$ cat src/rtl/control_sequencer_pkg.sv
// SAP microsequencer shared definitions: opcodes, one-hot T-state codes, ALU selects.
package sap_ctrl_pkg;

    localparam int OPC_W    = 4;
    localparam int T_STATES = 6;

    localparam logic [OPC_W-1:0] OP_LDA  = 4'b0000;
    localparam logic [OPC_W-1:0] OP_ADD  = 4'b0001;
    localparam logic [OPC_W-1:0] OP_SUB  = 4'b0010;
    localparam logic [OPC_W-1:0] OP_AND  = 4'b0011;
    localparam logic [OPC_W-1:0] OP_OR   = 4'b0100;
    localparam logic [OPC_W-1:0] OP_XOR  = 4'b0101;
    localparam logic [OPC_W-1:0] OP_XNOR = 4'b0110;
    localparam logic [OPC_W-1:0] OP_OUT  = 4'b1110;
    localparam logic [OPC_W-1:0] OP_HLT  = 4'b1111;

    localparam logic [T_STATES-1:0] T1 = 6'b000001;
    localparam logic [T_STATES-1:0] T2 = 6'b000010;
    localparam logic [T_STATES-1:0] T3 = 6'b000100;
    localparam logic [T_STATES-1:0] T4 = 6'b001000;
    localparam logic [T_STATES-1:0] T5 = 6'b010000;
    localparam logic [T_STATES-1:0] T6 = 6'b100000;

    localparam logic [1:0] SEL_SUM = 2'b00;
    localparam logic [1:0] SEL_AND = 2'b01;
    localparam logic [1:0] SEL_OR  = 2'b10;
    localparam logic [1:0] SEL_XN  = 2'b11;

    function automatic logic is_alu(input logic [OPC_W-1:0] op);
        return (op >= OP_ADD) && (op <= OP_XNOR);
    endfunction

    function automatic logic is_nop(input logic [OPC_W-1:0] op);
        return !(op == OP_LDA || is_alu(op) || op == OP_OUT || op == OP_HLT);
    endfunction

endpackage

$ cat src/rtl/control_sequencer_if.sv
// Opcode in, T-state / control word / halt out between sequencer and datapath.
interface control_sequencer_if;
    import sap_ctrl_pkg::*;

    logic [OPC_W-1:0]    opcode;
    logic [T_STATES-1:0] t_state;
    logic pc_out, pc_inc, mar_in, ram_out, ir_in, ir_out;
    logic br_in, br_out, acc_in, acc_out, alu_out, out_in;
    logic add_sub, xn;
    logic [1:0] S;
    logic halt;

    modport master (
        input  opcode,
        output t_state, pc_out, pc_inc, mar_in, ram_out, ir_in, ir_out,
               br_in, br_out, acc_in, acc_out, alu_out, out_in,
               add_sub, xn, S, halt
    );

    modport slave (
        output opcode,
        input  t_state, pc_out, pc_inc, mar_in, ram_out, ir_in, ir_out,
               br_in, br_out, acc_in, acc_out, alu_out, out_in,
               add_sub, xn, S, halt
    );

endinterface

$ cat src/rtl/control_sequencer_ring_counter.sv
// One-hot T-state ring: sync reset to T1, hold freezes, restart forces T1 next.
module ring_counter
    import sap_ctrl_pkg::*;
(
    input  logic                clk,
    input  logic                cls_i,
    input  logic                hold_i,
    input  logic                restart_i,
    output logic [T_STATES-1:0] t_state_o
);

    logic [T_STATES-1:0] state_q, state_d;

    always_ff @(posedge clk) begin
        if (cls_i) state_q <= T1;
        else       state_q <= state_d;
    end

    always_comb begin
        state_d = state_q;
        if (hold_i)         state_d = state_q;
        else if (restart_i) state_d = T1;
        else                state_d = {state_q[T_STATES-2:0], state_q[T_STATES-1]};
    end

    assign t_state_o = state_q;

endmodule

$ cat src/rtl/control_sequencer.sv
// SAP microsequencer: T-state ring plus Moore opcode decoder driving bus/ALU controls.
// Build option VARIABLE_RING_EN: ring restarts after the last active state of LDA/OUT/NOP.
module control_sequencer
    import sap_ctrl_pkg::*;
(
    input  logic                 clk,
    input  logic                 cls,
    control_sequencer_if.master  bus
);

    logic halt_q, halt_d;
    logic hlt_now, restart;
    logic [T_STATES-1:0] t;
    logic [OPC_W-1:0]    op;

    assign t  = bus.t_state;
    assign op = bus.opcode;

    // Halt is taken on the T4 edge itself so the ring never leaves T4.
    assign hlt_now = !halt_q && (t == T4) && (op == OP_HLT);
    assign halt_d  = halt_q | hlt_now;

    always_ff @(posedge clk) begin
        if (cls) halt_q <= 1'b0;
        else     halt_q <= halt_d;
    end

`ifdef VARIABLE_RING_EN
    assign restart = ((t == T5) && (op == OP_LDA)) ||
                     ((t == T4) && (op == OP_OUT)) ||
                     ((t == T3) && is_nop(op));
`else
    assign restart = 1'b0;
`endif

    ring_counter u_ring (
        .clk       (clk),
        .cls_i     (cls),
        .hold_i    (halt_d),
        .restart_i (restart),
        .t_state_o (bus.t_state)
    );

    assign bus.halt = halt_q;

    always_comb begin
        bus.pc_out  = 1'b0;  bus.pc_inc  = 1'b0;  bus.mar_in = 1'b0;
        bus.ram_out = 1'b0;  bus.ir_in   = 1'b0;  bus.ir_out = 1'b0;
        bus.br_in   = 1'b0;  bus.br_out  = 1'b0;  bus.acc_in = 1'b0;
        bus.acc_out = 1'b0;  bus.alu_out = 1'b0;  bus.out_in = 1'b0;
        bus.add_sub = 1'b0;  bus.xn      = 1'b0;  bus.S      = SEL_SUM;
        if (!halt_q) begin
            case (t)
                T1: begin bus.pc_out = 1'b1; bus.mar_in = 1'b1; end
                T2: bus.pc_inc = 1'b1;
                T3: begin bus.ram_out = 1'b1; bus.ir_in = 1'b1; end
                T4: begin
                    if (op == OP_LDA || is_alu(op)) begin
                        bus.ir_out = 1'b1; bus.mar_in = 1'b1;
                    end else if (op == OP_OUT) begin
                        bus.acc_out = 1'b1; bus.out_in = 1'b1;
                    end
                end
                T5: begin
                    if (op == OP_LDA) begin
                        bus.ram_out = 1'b1; bus.acc_in = 1'b1;
                    end else if (is_alu(op)) begin
                        bus.ram_out = 1'b1; bus.br_in = 1'b1;
                    end
                end
                T6: begin
                    if (is_alu(op)) begin
                        bus.alu_out = 1'b1; bus.acc_in = 1'b1;
                        case (op)
                            OP_SUB:  bus.add_sub = 1'b1;
                            OP_AND:  bus.S = SEL_AND;
                            OP_OR:   bus.S = SEL_OR;
                            OP_XOR:  bus.S = SEL_XN;
                            OP_XNOR: begin bus.S = SEL_XN; bus.xn = 1'b1; end
                            default: bus.S = SEL_SUM;
                        endcase
                    end
                end
                default: ;
            endcase
        end
    end

endmodule

$ cat src/flat_wrapper.sv
// flat-port wrapper written by rule: the top's interface ports become plain ports
module control_sequencer_flat import sap_ctrl_pkg::*;
  (clk, cls, bus_opcode, bus_t_state, bus_pc_out, bus_pc_inc, bus_mar_in, bus_ram_out, bus_ir_in, bus_ir_out, bus_br_in, bus_br_out, bus_acc_in, bus_acc_out, bus_alu_out, bus_out_in, bus_add_sub, bus_xn, bus_S, bus_halt);
  control_sequencer_if bus_i ();
  input  logic clk;
  input  logic cls;
  input wire logic [$bits(bus_i.opcode)-1:0] bus_opcode;
  output wire logic [$bits(bus_i.t_state)-1:0] bus_t_state;
  output wire logic [$bits(bus_i.pc_out)-1:0] bus_pc_out;
  output wire logic [$bits(bus_i.pc_inc)-1:0] bus_pc_inc;
  output wire logic [$bits(bus_i.mar_in)-1:0] bus_mar_in;
  output wire logic [$bits(bus_i.ram_out)-1:0] bus_ram_out;
  output wire logic [$bits(bus_i.ir_in)-1:0] bus_ir_in;
  output wire logic [$bits(bus_i.ir_out)-1:0] bus_ir_out;
  output wire logic [$bits(bus_i.br_in)-1:0] bus_br_in;
  output wire logic [$bits(bus_i.br_out)-1:0] bus_br_out;
  output wire logic [$bits(bus_i.acc_in)-1:0] bus_acc_in;
  output wire logic [$bits(bus_i.acc_out)-1:0] bus_acc_out;
  output wire logic [$bits(bus_i.alu_out)-1:0] bus_alu_out;
  output wire logic [$bits(bus_i.out_in)-1:0] bus_out_in;
  output wire logic [$bits(bus_i.add_sub)-1:0] bus_add_sub;
  output wire logic [$bits(bus_i.xn)-1:0] bus_xn;
  output wire logic [$bits(bus_i.S)-1:0] bus_S;
  output wire logic [$bits(bus_i.halt)-1:0] bus_halt;
  assign bus_i.opcode = bus_opcode;
  assign bus_t_state = bus_i.t_state;
  assign bus_pc_out = bus_i.pc_out;
  assign bus_pc_inc = bus_i.pc_inc;
  assign bus_mar_in = bus_i.mar_in;
  assign bus_ram_out = bus_i.ram_out;
  assign bus_ir_in = bus_i.ir_in;
  assign bus_ir_out = bus_i.ir_out;
  assign bus_br_in = bus_i.br_in;
  assign bus_br_out = bus_i.br_out;
  assign bus_acc_in = bus_i.acc_in;
  assign bus_acc_out = bus_i.acc_out;
  assign bus_alu_out = bus_i.alu_out;
  assign bus_out_in = bus_i.out_in;
  assign bus_add_sub = bus_i.add_sub;
  assign bus_xn = bus_i.xn;
  assign bus_S = bus_i.S;
  assign bus_halt = bus_i.halt;
  control_sequencer u_core (.clk(clk), .cls(cls), .bus(bus_i));
endmodule
$ cat config.mk
export PLATFORM = sky130hd
export DESIGN_NAME = control_sequencer_flat
export DESIGN_NICKNAME = d
export VERILOG_FILES = /design/src/rtl/control_sequencer_pkg.sv /design/src/rtl/control_sequencer_if.sv /design/src/rtl/control_sequencer_ring_counter.sv /design/src/rtl/control_sequencer.sv /design/src/flat_wrapper.sv
export SDC_FILE = /design/constraint.sdc
export NUM_CORES = 1
export LEC_CHECK = 0
export ABC_AREA = 0
export BUFFER_PORTS_ARGS = -buffer_cell sky130_fd_sc_hd__buf_4
export CORE_AREA = 2 2 39 41
export DETAILED_ROUTE_END_ITERATION = 10
export DIE_AREA = 0 0 41 43
export GPL_ROUTABILITY_DRIVEN = 0
export HOLD_SLACK_MARGIN = 0.15
export MAX_ROUTING_LAYER = met4
export PLACE_DENSITY = 0.72
export SLEW_MARGIN = 25
export SYNTH_ARGS = -nofsm -noshare
export SYNTH_HDL_FRONTEND = slang
export SYNTH_SLANG_ARGS = --single-unit
$ cat constraint.sdc
create_clock -name clk -period 4.8 [get_ports clk]
set_input_delay 0.96 -clock clk [delete_from_list [all_inputs] [get_ports clk]]
set_output_delay 0.96 -clock clk [all_outputs]
set_load 0.02 [all_outputs]
-- Yosys cells after proc, flatten, opt, wreduce, memory -nomap -nowiden
Index checks and enable logic that the tools add are counted.
W data, S select, Z words.
- order comparisons: 2
- bitwise operators: 1
- multiply operators: 0
- shifts and indexed selects: 0
- divide/modulo/power cells: 0
- muxes and demuxes: 39
- reductions and logical operators: 7
- equality and inequality tests: 13
- $add $sub $neg: 0
- operators by type and width (kind ; count):
    $mux W1 ; 32
    $eq A4 B3 Y1 const B ; 3
    $eq A4 B2 Y1 const B ; 2
    $eq A4 B4 Y1 const B ; 2
    $eq A6 B1 Y1 const B ; 1
    $eq A6 B2 Y1 const B ; 1
    $eq A6 B3 Y1 const B ; 1
    $eq A6 B4 Y1 const B ; 1
    $eq A6 B5 Y1 const B ; 1
    $eq A6 B6 Y1 const B ; 1
    $mux W2 ; 3
    $pmux W1 S2 ; 3
    $pmux W2 S3 ; 1
    $ge A4 B1 Y1 const B ; 1
    $le A4 B3 Y1 const B ; 1
    $logic_not A4 Y1 ; 1
    $logic_and A1 B1 Y1 ; 3
    $reduce_or A2 Y1 ; 1
    $logic_not A1 Y1 ; 1
    $logic_or A1 B1 Y1 ; 1
    $or A1 B1 Y1 ; 1
- bits in latches: 0
- logic and storage cells: 64
- bits in read-only memories: 0
- bits of input ports: 6
- RAM bits: 0
- memories kept: 0
- flip-flop bits (word level): 7

-- Longest topological paths before layout
Gate-level depths: netlist of the first run.
- depth after elaboration: 6
- gate-level depth with buffers: 5
- gate-level depth less buffers: 3

-- By module
Synthesis of the first run repeated with hierarchy kept, for this count alone.
- cells, all modules: 75
- area total of the unflattened synthesis: 595.6 µm²
- modules (own cells, without submodules) (module ; cells an instance ; sequential area each (µm²) ; area each (µm²) ; times used):
    control_sequencer ; 48 ; 20.0 ; 360.3 ; 1
    ring_counter ; 27 ; 120.1 ; 235.2 ; 1

-- Worst setup path after synthesis of the first run
Ideal clock, no wire load.
- path kind: in2out
- from: in bus_opcode[2]
- to: out bus_br_in
- cell stages on the path: 4
- path buffers: 1
- setup slack: 1.447 ns
- data arrival time: 2.393 ns
- required time: 3.840 ns
- cell sequence: clkbuf_1 > nor3_1 > or3_1 > nor4_1
- word-level cells in the longest chain between the ends: 6
- elaborated cells on any way between the ends: 8
- those cells by class: order compare: 2; mux: 4; reduce/logical: 2
- RTL lines (item ; RTL line ; text):
    start, declared ; flat_wrapper.sv:7 ; input wire logic [$bits(bus_i.opcode)-1:0] bus_opcode;
    $ge A4 B1 Y1 / $le A4 B3 Y1 (equally long branches) ; control_sequencer_pkg.sv:30 ; return (op >= OP_ADD) && (op <= OP_XNOR);
    $logic_and A1 B1 Y1 ; control_sequencer_pkg.sv:30 ;
    $mux W1 ; control_sequencer.sv:67 ; end else if (is_alu(op)) begin
    $mux W1 * ; control_sequencer.sv:65 ; if (op == OP_LDA) begin
    $mux W1 * ; control_sequencer.sv:53 ; case (t)
    $mux W1 * ; control_sequencer.sv:52 ; if (!halt_q) begin
    end, declared ; flat_wrapper.sv:15 ; output wire logic [$bits(bus_i.br_in)-1:0] bus_br_in;
Mark *: on every way between the ends. The rest lies on a longest branch, timed or not.

-- Final worst setup path of the first run
- from: in bus_opcode[3]
- to: out bus_acc_in
- word-level cells in the longest chain between the ends: 5
- elaborated cells on any way between the ends: 8
- those cells by class: order compare: 2; mux: 4; reduce/logical: 2
- RTL lines (item ; RTL line ; text):
    $ge A4 B1 Y1 / $le A4 B3 Y1 (equally long branches) ; control_sequencer_pkg.sv:30 ;
    $logic_and A1 B1 Y1 ; control_sequencer_pkg.sv:30 ;
    $mux W1 ; control_sequencer.sv:72 ; if (is_alu(op)) begin
    $pmux W1 S2 * ; control_sequencer.sv:53 ;
    $mux W1 * ; control_sequencer.sv:52 ;
    end, declared ; flat_wrapper.sv:17 ; output wire logic [$bits(bus_i.acc_in)-1:0] bus_acc_in;
Marks and branches as above.

==> out/results.txt, run 1 <==
Clk slew on worst S/H paths - 0.05 ns
Vias after detailed routing - 611
Clock tree sinks - 7
Capturing element type of the critical path - output pin
Top Ports - 29
Finished Core Util - 55.2%
Global-route usage over all layers - 16.8%
Slowest cell on crit path - sky130_fd_sc_hd__nor4b_1
End point of the most critical hold path - u_core.u_ring.t_state_o[2]$_SDFFE_PP0N_
Number of enable flip-flop cells after synthesis - 0
Most used cells in the layout excluding fill and tap cells - sky130_fd_sc_hd__buf_4 (27), sky130_fd_sc_hd__nor2_1 (9), sky130_fd_sc_hd__nor3_1 (7), sky130_fd_sc_hd__dfxtp_1 (7)
Remaining design rule violation count - 0
Worst path top cell family by delay - simple AND/OR/NAND/NOR gates
Setup repair after global routing missed its margin - false
Worst min-delay path startpoint - u_core.u_ring.t_state_o[1]$_SDFFE_PP0N_
Clock tree from TritonCTS - done
CTS HTree Levels - 1
Maximum single-stage delay on the critical path - 0.36 ns
Tightest hold margin - 0.589 ns
Data required time at the worst endpoint - 3.84 ns
Biggest fanout along the worst timing path - 7
Mapped Nets - 79
Hold path cells - 2
Synth unique cells - 31
Critical path launch point type - input port
Number of register bits inferred by synthesis - 7
Number of placement rows - 14
Crit path buf inv count - 2
Core Area - 1380 µm²
Proportion of total power due to net switching - 28.9%
Clock root buffer - sky130_fd_sc_hd__clkbuf_4
Outcome - finished clean
Worst r2r path cells - 3
Maximum resistive drop on vdd - 0.000137 V
Stages on worst setup path - 5
CP arrival - 2.12 ns
Syn-to-layout area delta - 38.9%
Area of the die - 1760 µm²
Number of post-CTS setup repair buffers - 0
Internal Pwr Total - 108 µW
Y dimension of the die - 43 µm
First-pass DRT Iterations - 4
Number of routed nets with antenna violations - 0
Finish-stage setup viols - 0
Total power after layout - 152 µW
Buffers from clock root to sink, at most - 2
Count of input and output buffers - 27
Cells after Synth - 73
Leading cell type in the layout, fill and taps excluded - sky130_fd_sc_hd__buf_4
Worst Hold Class - reg -> reg
Clock latency reported for the late side of the worst-skew pair - 0.24 ns
Sequential fraction of design power - 42.3%
End of the worst register-to-register path - u_core.u_ring.t_state_o[4]$_SDFFE_PP0N_
Reg2Reg Setup Slack - 3.36 ns
Top FF cell, synth - sky130_fd_sc_hd__dfxtp_1
Async set or reset register ratio after synthesis - 0%
Post-DR wirelength/cell - 12.2 µm
Startpoint of the worst register-to-register path - u_core.u_ring.t_state_o[4]$_SDFFE_PP0N_
Clock power share - 33.9%
Post-detailed-routing wire length - 1.38 mm
Via count normalized by instance count - 5.41
Total of cells resized after clock tree synthesis - 0
Cells along the critical path - buf_4 > nor4b_1 > nand2_1 > a221oi_2 > buf_4
Residual overflow from global routing - 0
Mean instance size in the synthesized netlist - 7.54 µm²
Largest net degree at the start of global routing - 12
Proportion of power drawn by combinational gates - 23.8%
F_max - 325 MHz
Number of nets at the end of the flow - 104
Static power due to leakage - 0.000324 µW
Antenna diode instance count - 0
Worst Setup Path Type - in -> out
First DRT Iteration DRCs - 8
Detailed placer's ending HPWL - 1.06 mm
Mapped cell area - 551 µm²
Seq/Total Area, Yosys - 25.5%
Number of CTS-inserted buffers - 3
Wire length of the first global-routing pass - 2.05 mm
Most frequent CP cell - sky130_fd_sc_hd__buf_4
Vias in the first global route - 482
Max_cap viols - 0
Crit share post-route - 64.1%
Total count of hold-check failures in the final report - 0
Power density over the cells - 199 nW/µm²
Width of the die - 41 µm
YS warnings - 0
Final Max Slew Viols - 0
Starting Density - 39.8%
Net Sw Power - 43.9 µW
Initial antenna violation count - 0
Final TNS setup - 0 ns
Layout cells sized above 1 - 37.1%
Worst clock skew - 0.000121 ns
Min Clock Period, post-route - 3.08 ns
Number of hold-repair buffers added at the cts stage - 0
==> worst reg2reg max path: stages, from the launching register on <==
cell	delay, ns
sky130_fd_sc_hd__dfxtp_1	0.40
sky130_fd_sc_hd__nor4_2	0.48
sky130_fd_sc_hd__nand4_1	0.22
sky130_fd_sc_hd__a22o_1	0.24
==> per-stage QoR <==
step / setup WS, ns / area (µm²) / std cells
floorplan: 1.45 / 551 / 73
global placement: 1.71 / 738 / 109
detailed placement: 1.70 / 738 / 109
CTS: 1.70 / 764 / 113
global route: 1.52 / 764 / 113
finish: 1.72 / 764 / 113
==> power groups by stage <==
stage / clock [µW] / sequential (µW) / combinational, µW
after floorplan: 0 / 65.9 / 22.4
after global placement: 0 / 65.4 / 35.8
after detailed placement: 0 / 65.4 / 36.1
after CTS: 52.8 / 64.3 / 36.3
after global routing: 55.3 / 64.6 / 39.0
final: 51.5 / 64.3 / 36.1
==> how the worst max path moves through the flow <==
stage             startpoint    endpoint  slack (ns)
6_report       bus_opcode[3]  bus_acc_in        1.72
4_1_cts        bus_opcode[3]  bus_acc_in        1.70
2_1_floorplan  bus_opcode[2]   bus_br_in        1.45
3_3_place_gp   bus_opcode[3]  bus_acc_in        1.71
3_5_place_dp   bus_opcode[3]  bus_acc_in        1.70
5_1_grt        bus_opcode[3]  bus_acc_in        1.52
==> metal layers <==
| metal | share of wire [%] | global-route usage [%] |
|---|---|---|
| met1 | 45 | 22.3 |
| met2 | 48 | 25.3 |
| met3 | 7.7 | 2.09 |
| met4 | 0 | 6.00 |
| met5 | 0 | - |
==> synthesized netlist by cell type, types with 2 or more instances <==
library cell / n / area (µm²)
sky130_fd_sc_hd__mux2i_1: 4 / 40.0
sky130_fd_sc_hd__nand3_1: 3 / 15.0
sky130_fd_sc_hd__inv_1: 3 / 11.3
sky130_fd_sc_hd__nor2_1: 9 / 33.8
sky130_fd_sc_hd__nand2_1: 4 / 15.0
sky130_fd_sc_hd__buf_4: 2 / 15.0
sky130_fd_sc_hd__clkbuf_1: 3 / 11.3
sky130_fd_sc_hd__dfxtp_1: 7 / 140
sky130_fd_sc_hd__nor3_1: 7 / 35.0
sky130_fd_sc_hd__nor4b_1: 3 / 26.3
sky130_fd_sc_hd__or4_4: 2 / 22.5
sky130_fd_sc_hd__a21oi_1: 3 / 15.0
sky130_fd_sc_hd__or2_2: 2 / 12.5
sky130_fd_sc_hd__nand2b_1: 3 / 18.8
sky130_fd_sc_hd__o21bai_1: 2 / 15.0
==> cell type report <==
class                   count  area, µm²
inverters                   3       11.3
multi-input cells          56        364
fillers                   142        619
well taps                  16       20.0
repair buffers             27        203
clock buffers               4       26.3
flip-flops and latches      7        140
==> sequential cells by signal, summed over array words and instances (netlist names) <==
name / flops
u_core.u_ring.t_state_o: 6
u_core.bus.halt: 1
==> cells by family after synthesis <==
family          Yosys count  synth area share [%]
compound gates           10                  13.9
simple gates             40                  42.7
xor+xnor                  1                  1.59
flops                     7                  25.5
buf+inv                  10                  8.41
mux                       4                  7.27
other cells               1                 0.681
Note: power is estimated with default switching activity, not from simulation.
==> run 2: changes to the inputs <==
--- a/config.mk
+++ b/config.mk
@@ -7,13 +7,13 @@
 export LEC_CHECK = 0
 export ABC_AREA = 0
 export BUFFER_PORTS_ARGS = -buffer_cell sky130_fd_sc_hd__buf_4
-export CORE_AREA = 2 2 39 41
+export CORE_MARGIN = 2
+export CORE_UTILIZATION = 38
 export DETAILED_ROUTE_END_ITERATION = 10
-export DIE_AREA = 0 0 41 43
 export GPL_ROUTABILITY_DRIVEN = 0
 export HOLD_SLACK_MARGIN = 0.15
 export MAX_ROUTING_LAYER = met4
-export PLACE_DENSITY = 0.72
+export PLACE_DENSITY = 0.7
 export SLEW_MARGIN = 25
 export SYNTH_ARGS = -nofsm -noshare
 export SYNTH_HDL_FRONTEND = slang
==> constraint.sdc (replaced) <==
create_clock -name clk -period 2.67 [get_ports clk]
set_input_delay 0.534 -clock clk [delete_from_list [all_inputs] [get_ports clk]]
set_output_delay 0.534 -clock clk [all_outputs]
set_load 0.02 [all_outputs]
==> run 2 against run 1 <==
  * Utilization is 3.2 points higher
  * Clock skew is 0.0015 ns higher
  * Clock power increased by 83%
  * Total power up 82%
  * Non-clock buffer count is 1 higher
  * Final cell count stayed put
  * Register-to-register slack got worse by 2.2 ns
  * Routed wire length increased by 6.5%
  * Count of clock-buffer cells in the layout did not move
  * Via count down 0.33%
  * Sequential share of layout area about the same
  * Combinational power up 84%
  * Highest routed layer is now met4
==> out/results.txt, run 2 (same netlist as run 1, synthesis figures left out) <==
Outcome - finished clean
Number of nets at the end of the flow - 105
Proportion of power drawn by combinational gates - 24.0%
Finish-stage setup viols - 0
Y dimension of the die - 42.1 µm
Critical path launch point type - flip-flop
Number of flip-flops under the largest register name - 6
Count of input and output buffers - 27
Antenna diode instance count - 0
Buffers from clock root to sink, at most - 2
Post-DR wirelength/cell - 13.0 µm
Setup repair after global routing missed its margin - false
Residual overflow from global routing - 0
Maximum resistive drop on vdd - 0.000249 V
Post-detailed-routing wire length - 1.47 mm
First DRT Iteration DRCs - 9
Static power due to leakage - 0.000333 µW
Wire length the detailed router placed on met1 - 663 µm
Routed length on met3 - 93 µm
Most used cells in the layout excluding fill and tap cells - sky130_fd_sc_hd__buf_4 (28), sky130_fd_sc_hd__nor2_1 (9), sky130_fd_sc_hd__nor3_1 (7), sky130_fd_sc_hd__dfxtp_1 (5)
Final Max Slew Viols - 0
Net Sw Power - 81.8 µW
Via count normalized by instance count - 5.39
Clock tree sinks - 7
Proportion of total power due to net switching - 29.6%
Worst clock skew - 0.00161 ns
Detailed placer's ending HPWL - 1.12 mm
First-pass DRT Iterations - 4
Largest net degree at the start of global routing - 11
Clock latency reported for the late side of the worst-skew pair - 0.25 ns
Clock tree from TritonCTS - done
Internal Pwr Total - 195 µW
Syn-to-layout area delta - 41.6%
Number of routed nets with antenna violations - 0
Clock root buffer - sky130_fd_sc_hd__clkbuf_4
Clk slew on worst S/H paths - 0.05 ns
Crit share post-route - 96.6%
Total count of hold-check failures in the final report - 0
Width of the die - 42.1 µm
CP arrival - 2.05 ns
Capturing element type of the critical path - output pin
Leading cell type in the layout, fill and taps excluded - sky130_fd_sc_hd__buf_4
Tightest hold margin - 0.504 ns
F_max - 388 MHz
Max_cap viols - 0
Global-route usage over all layers - 18.2%
Number of CTS-inserted buffers - 3
Number of placement rows - 13
Power density over the cells - 355 nW/µm²
Number of post-CTS setup repair buffers - 0
Min Clock Period, post-route - 2.58 ns
Final TNS setup - 0 ns
Sequential fraction of design power - 41.9%
Layout cells sized above 1 - 40.8%
Vias in the first global route - 590
Top sig layer - met4
Metal2 WL - 708 µm
Final-layout fill cell count - 146
Clock power share - 34.1%
CTS HTree Levels - 1
Number of hold-repair buffers added at the cts stage - 0
Biggest fanout along the worst timing path - 7
Total of cells resized after clock tree synthesis - 0
Data required time at the worst endpoint - 2.14 ns
Remaining design rule violation count - 0
Vias after detailed routing - 609
Worst Setup Path Type - reg -> out
Initial antenna violation count - 0
Starting Density - 41.3%
Core Area - 1330 µm²
Top Ports - 29
Area of the multi-input gates - 370 µm²
Worst Hold Class - in -> reg
Reg area - 143 µm²
Wire length of the first global-routing pass - 2.44 mm
Area of the die - 1770 µm²
-- run 2: worst max-delay path: stages, from the launching register on --
cell,delay [ns]
sky130_fd_sc_hd__dfxtp_2,0.34
sky130_fd_sc_hd__or4_4,0.55
sky130_fd_sc_hd__or4_4,0.50
sky130_fd_sc_hd__a221oi_2,0.22
sky130_fd_sc_hd__buf_4,0.18
-- run 2: metrics by stage --
| stage | setup WS, ns | total power [µW] | std cells | cell area [µm²] | util [%] |
|---|---|---|---|---|---|
| floorplan | 0.169 | 160 | 73 | 557 | - |
| global placement | 0.309 | 183 | 109 | 751 | 56.3 |
| detailed placement | 0.291 | 184 | 109 | 751 | 56.3 |
| CTS | 0.0167 | 282 | 113 | 777 | 58.3 |
| global route | 0.0134 | 293 | 113 | 779 | 58.4 |
| finish | 0.0901 | 277 | 113 | 779 | 58.4 |
-- run 2: power by group through the flow --
stage	Sequential, µW	Clock, µW	Combinational, µW
after CTS	116	99.2	66.5
after global placement	117	0	65.7
final	116	94.4	66.4
after floorplan	119	0	41.1
after global routing	117	103	72.6
after detailed placement	118	0	66.2
-- run 2: final timing paths --
| path | slack [ns] | start | cells after the start | end |
|---|---|---|---|---|
| setup / recovery | 0.09 | u_core.u_ring.t_state_o[5]$_SDFFE_PP0N_ | 4 | bus_acc_in |
| hold / removal | 0.50 | cls | 2 | u_core.u_ring.t_state_o[5]$_SDFFE_PP0N_ |
| setup reg to reg | 1.16 | u_core.u_ring.t_state_o[4]$_SDFFE_PP0N_ | 3 | u_core.u_ring.t_state_o[4]$_SDFFE_PP0N_ |
| hold reg to reg | 0.56 | u_core.u_ring.t_state_o[5]$_SDFFE_PP0N_ | 2 | u_core.u_ring.t_state_o[5]$_SDFFE_PP0N_ |
-- run 2: routing by layer --
layer | vias to the layer above | track usage (%)
li1 | 312 | -
met3 | 2 | 3.88
met5 | - | -
met2 | 20 | 29.7
met1 | 275 | 20.1
met4 | 0 | 11.3
-- run 2: final cells by class --
cell class / count / share of cell area [%]
multi-input combinational: 56 / 47.5
tap: 15 / 2.41
timing repair buffer: 28 / 27.0
sequential: 7 / 18.3
clock buffer: 4 / 3.37
inverter: 3 / 1.44
==> run 3: changes to the inputs <==
--- a/config.mk
+++ b/config.mk
@@ -9,6 +9,7 @@
 export BUFFER_PORTS_ARGS = -buffer_cell sky130_fd_sc_hd__buf_4
 export CORE_MARGIN = 2
 export CORE_UTILIZATION = 38
+export CTS_BUF_LIST = sky130_fd_sc_hd__clkbuf_16
 export DETAILED_ROUTE_END_ITERATION = 10
 export GPL_ROUTABILITY_DRIVEN = 0
 export HOLD_SLACK_MARGIN = 0.15
==> run 3 against run 2 <==
  * Worst setup slack improved by 0.0018 ns
  * Hold slack improved by 0.022 ns
  * First-iteration DRC count grew 22%
  * Routed wire length down 0.54%
  * Total power rose by 57%
  * Non-clock buffer count is 1 higher
  * Clock power increased to 2.6 times the previous value
  * Critical path depth stayed put
  * Critical path type unchanged
  * Largest cell class unchanged
  * Largest power group is now the clock network
==> out/results.txt, run 3 (same netlist as run 1, synthesis figures left out) <==
Outcome - finished clean
Slowest cell on crit path - sky130_fd_sc_hd__or4_4
Post-DR wirelength/cell - 12.9 µm
Maximum resistive drop on vdd - 0.000710 V
Min Clock Period, post-route - 2.58 ns
Data required time at the worst endpoint - 2.14 ns
Clock latency reported for the late side of the worst-skew pair - 0.23 ns
First DRT Iteration DRCs - 11
CTS HTree Levels - 1
Top Ports - 29
Leading cell type in the layout, fill and taps excluded - sky130_fd_sc_hd__buf_4
Crit path buf inv count - 1
GR peak layer - met2
Total power after layout - 434 µW
F_max - 388 MHz
End of the worst register-to-register path - u_core.u_ring.t_state_o[4]$_SDFFE_PP0N_
Number of placement rows - 13
Core Area - 1330 µm²
Number of flip-flops under the largest register name - 6
Number of nets at the end of the flow - 106
GR met3 Demand/Resource - 2.59%
Total count of hold-check failures in the final report - 0
Detailed placer's ending HPWL - 1.12 mm
Worst setup path start - u_core.u_ring.t_state_o[5]$_SDFFE_PP0N_
Wire length of the first global-routing pass - 2.42 mm
Setup repair after global routing missed its margin - false
Global Route met1 Usage - 20.6%
Clock tree from TritonCTS - done
Total of cells resized after clock tree synthesis - 0
Number of CTS-inserted buffers - 3
Startpoint of the worst register-to-register path - u_core.u_ring.t_state_o[4]$_SDFFE_PP0N_
Reg2Reg Setup Slack - 1.16 ns
Met2 Track Usage GR - 28.4%
Antenna diode instance count - 0
First-pass DRT Iterations - 4
Worst Hold Class - in -> reg
Final cell count without fillers - 114
Max_cap viols - 0
Initial antenna violation count - 0
Cell count after placement - 109
Width of the die - 42.1 µm
Count of input and output buffers - 27
Layout cells sized above 1 - 39.4%
Most frequent CP cell - sky130_fd_sc_hd__or4_4
Syn-to-layout area delta - 52.0%
Stages on worst setup path - 4
Buffers from clock root to sink, at most - 2
Clk slew on worst S/H paths - 0.04 ns
Power density over the cells - 518 nW/µm²
Number of routed nets with antenna violations - 0
Most used cells in the layout excluding fill and tap cells - sky130_fd_sc_hd__buf_4 (29), sky130_fd_sc_hd__nor2_1 (9), sky130_fd_sc_hd__nor3_1 (7), sky130_fd_sc_hd__dfxtp_1 (7)
Via count normalized by instance count - 5.43
Biggest fanout along the worst timing path - 7
Y dimension of the die - 42.1 µm
Worst setup path endpoint - bus_acc_in
CP arrival - 2.04 ns
Worst r2r path cells - 3
Cells along the critical path - or4_4 > or4_4 > a221oi_2 > buf_4
Post-detailed-routing wire length - 1.47 mm
Worst clock skew - 0.000783 ns
Final TNS setup - 0 ns
Worst path top cell family by delay - simple AND/OR/NAND/NOR gates
Critical path launch point type - flip-flop
Crit share post-route - 96.6%
Clock tree sinks - 7
Vias after detailed routing - 619
Clock root buffer - sky130_fd_sc_hd__clkbuf_16
Capturing element type of the critical path - output pin
Maximum single-stage delay on the critical path - 0.55 ns
Worst Setup Path Type - reg -> out
Vias in the first global route - 583
Largest net degree at the start of global routing - 11
Residual overflow from global routing - 0
Remaining design rule violation count - 0
Global-route usage over all layers - 17.7%
Static power due to leakage - 0.000364 µW
Area of the die - 1770 µm²
Starting Density - 41.3%
Finish-stage setup viols - 0
Final Max Slew Viols - 0
==> run 3: routing by layer <==
metal / part of all wire, % / up-vias
met2: 46 / 24
met5: 0 / -
li1: - / 314
met4: 1.8 / 0
met3: 6.6 / 2
met1: 46 / 279
==> run 3: worst min path at each step <==
stage | startpoint | end | cells past startpoint
6_report | cls | u_core.bus.halt$_SDFF_PP0_ | 2
5_1_grt | cls | u_core.u_ring.t_state_o[3]$_SDFFE_PP0N_ | 2
4_1_cts | cls | u_core.bus.halt$_SDFF_PP0_ | 2
3_5_place_dp | u_core.u_ring.t_state_o[5]$_SDFFE_PP0N_ | u_core.u_ring.t_state_o[5]$_SDFFE_PP0N_ | 2
3_3_place_gp | u_core.u_ring.t_state_o[1]$_SDFFE_PP0N_ | u_core.u_ring.t_state_o[2]$_SDFFE_PP0N_ | 2
2_1_floorplan | u_core.u_ring.t_state_o[1]$_SDFFE_PP0N_ | u_core.u_ring.t_state_o[2]$_SDFFE_PP0N_ | 2
==> run 3: stage by stage <==
| stage | cell area, µm² | hold WS (ns) | worst slack [ns] | util (%) |
|---|---|---|---|---|
| CTS | 830 | 0.525 | 0.0468 | 62.2 |
| floorplan | 557 | 0.634 | 0.169 | - |
| global route | 837 | 0.528 | 0.0226 | 62.8 |
| detailed placement | 751 | 0.583 | 0.291 | 56.3 |
| finish | 837 | 0.526 | 0.0919 | 62.8 |
| global placement | 751 | 0.578 | 0.309 | 56.3 |
==> run 3: timing repair <==
action,4_1_cts,5_1_grt
setup endpoints to repair,0,1
hold buffers,0,0
setup buffers,0,1
==> run 3: cell type report <==
cell class | instances | area (µm²)
Clock buffer | 3 | 75.1
Tap cell | 15 | 18.8
Sequential cell | 7 | 140
Inverter | 3 | 11.3
Fill cell | 142 | 497
Timing Repair Buffer | 29 | 218
Multi-Input combinational cell | 56 | 370
Clock inverter | 1 | 3.75
==> run 3: power by group <==
group          leakage, µW  internal (µW)  switching, µW
logic             0.000265           31.2           36.8
registers        0.0000574            109           7.77
clock network    0.0000423            195           54.7
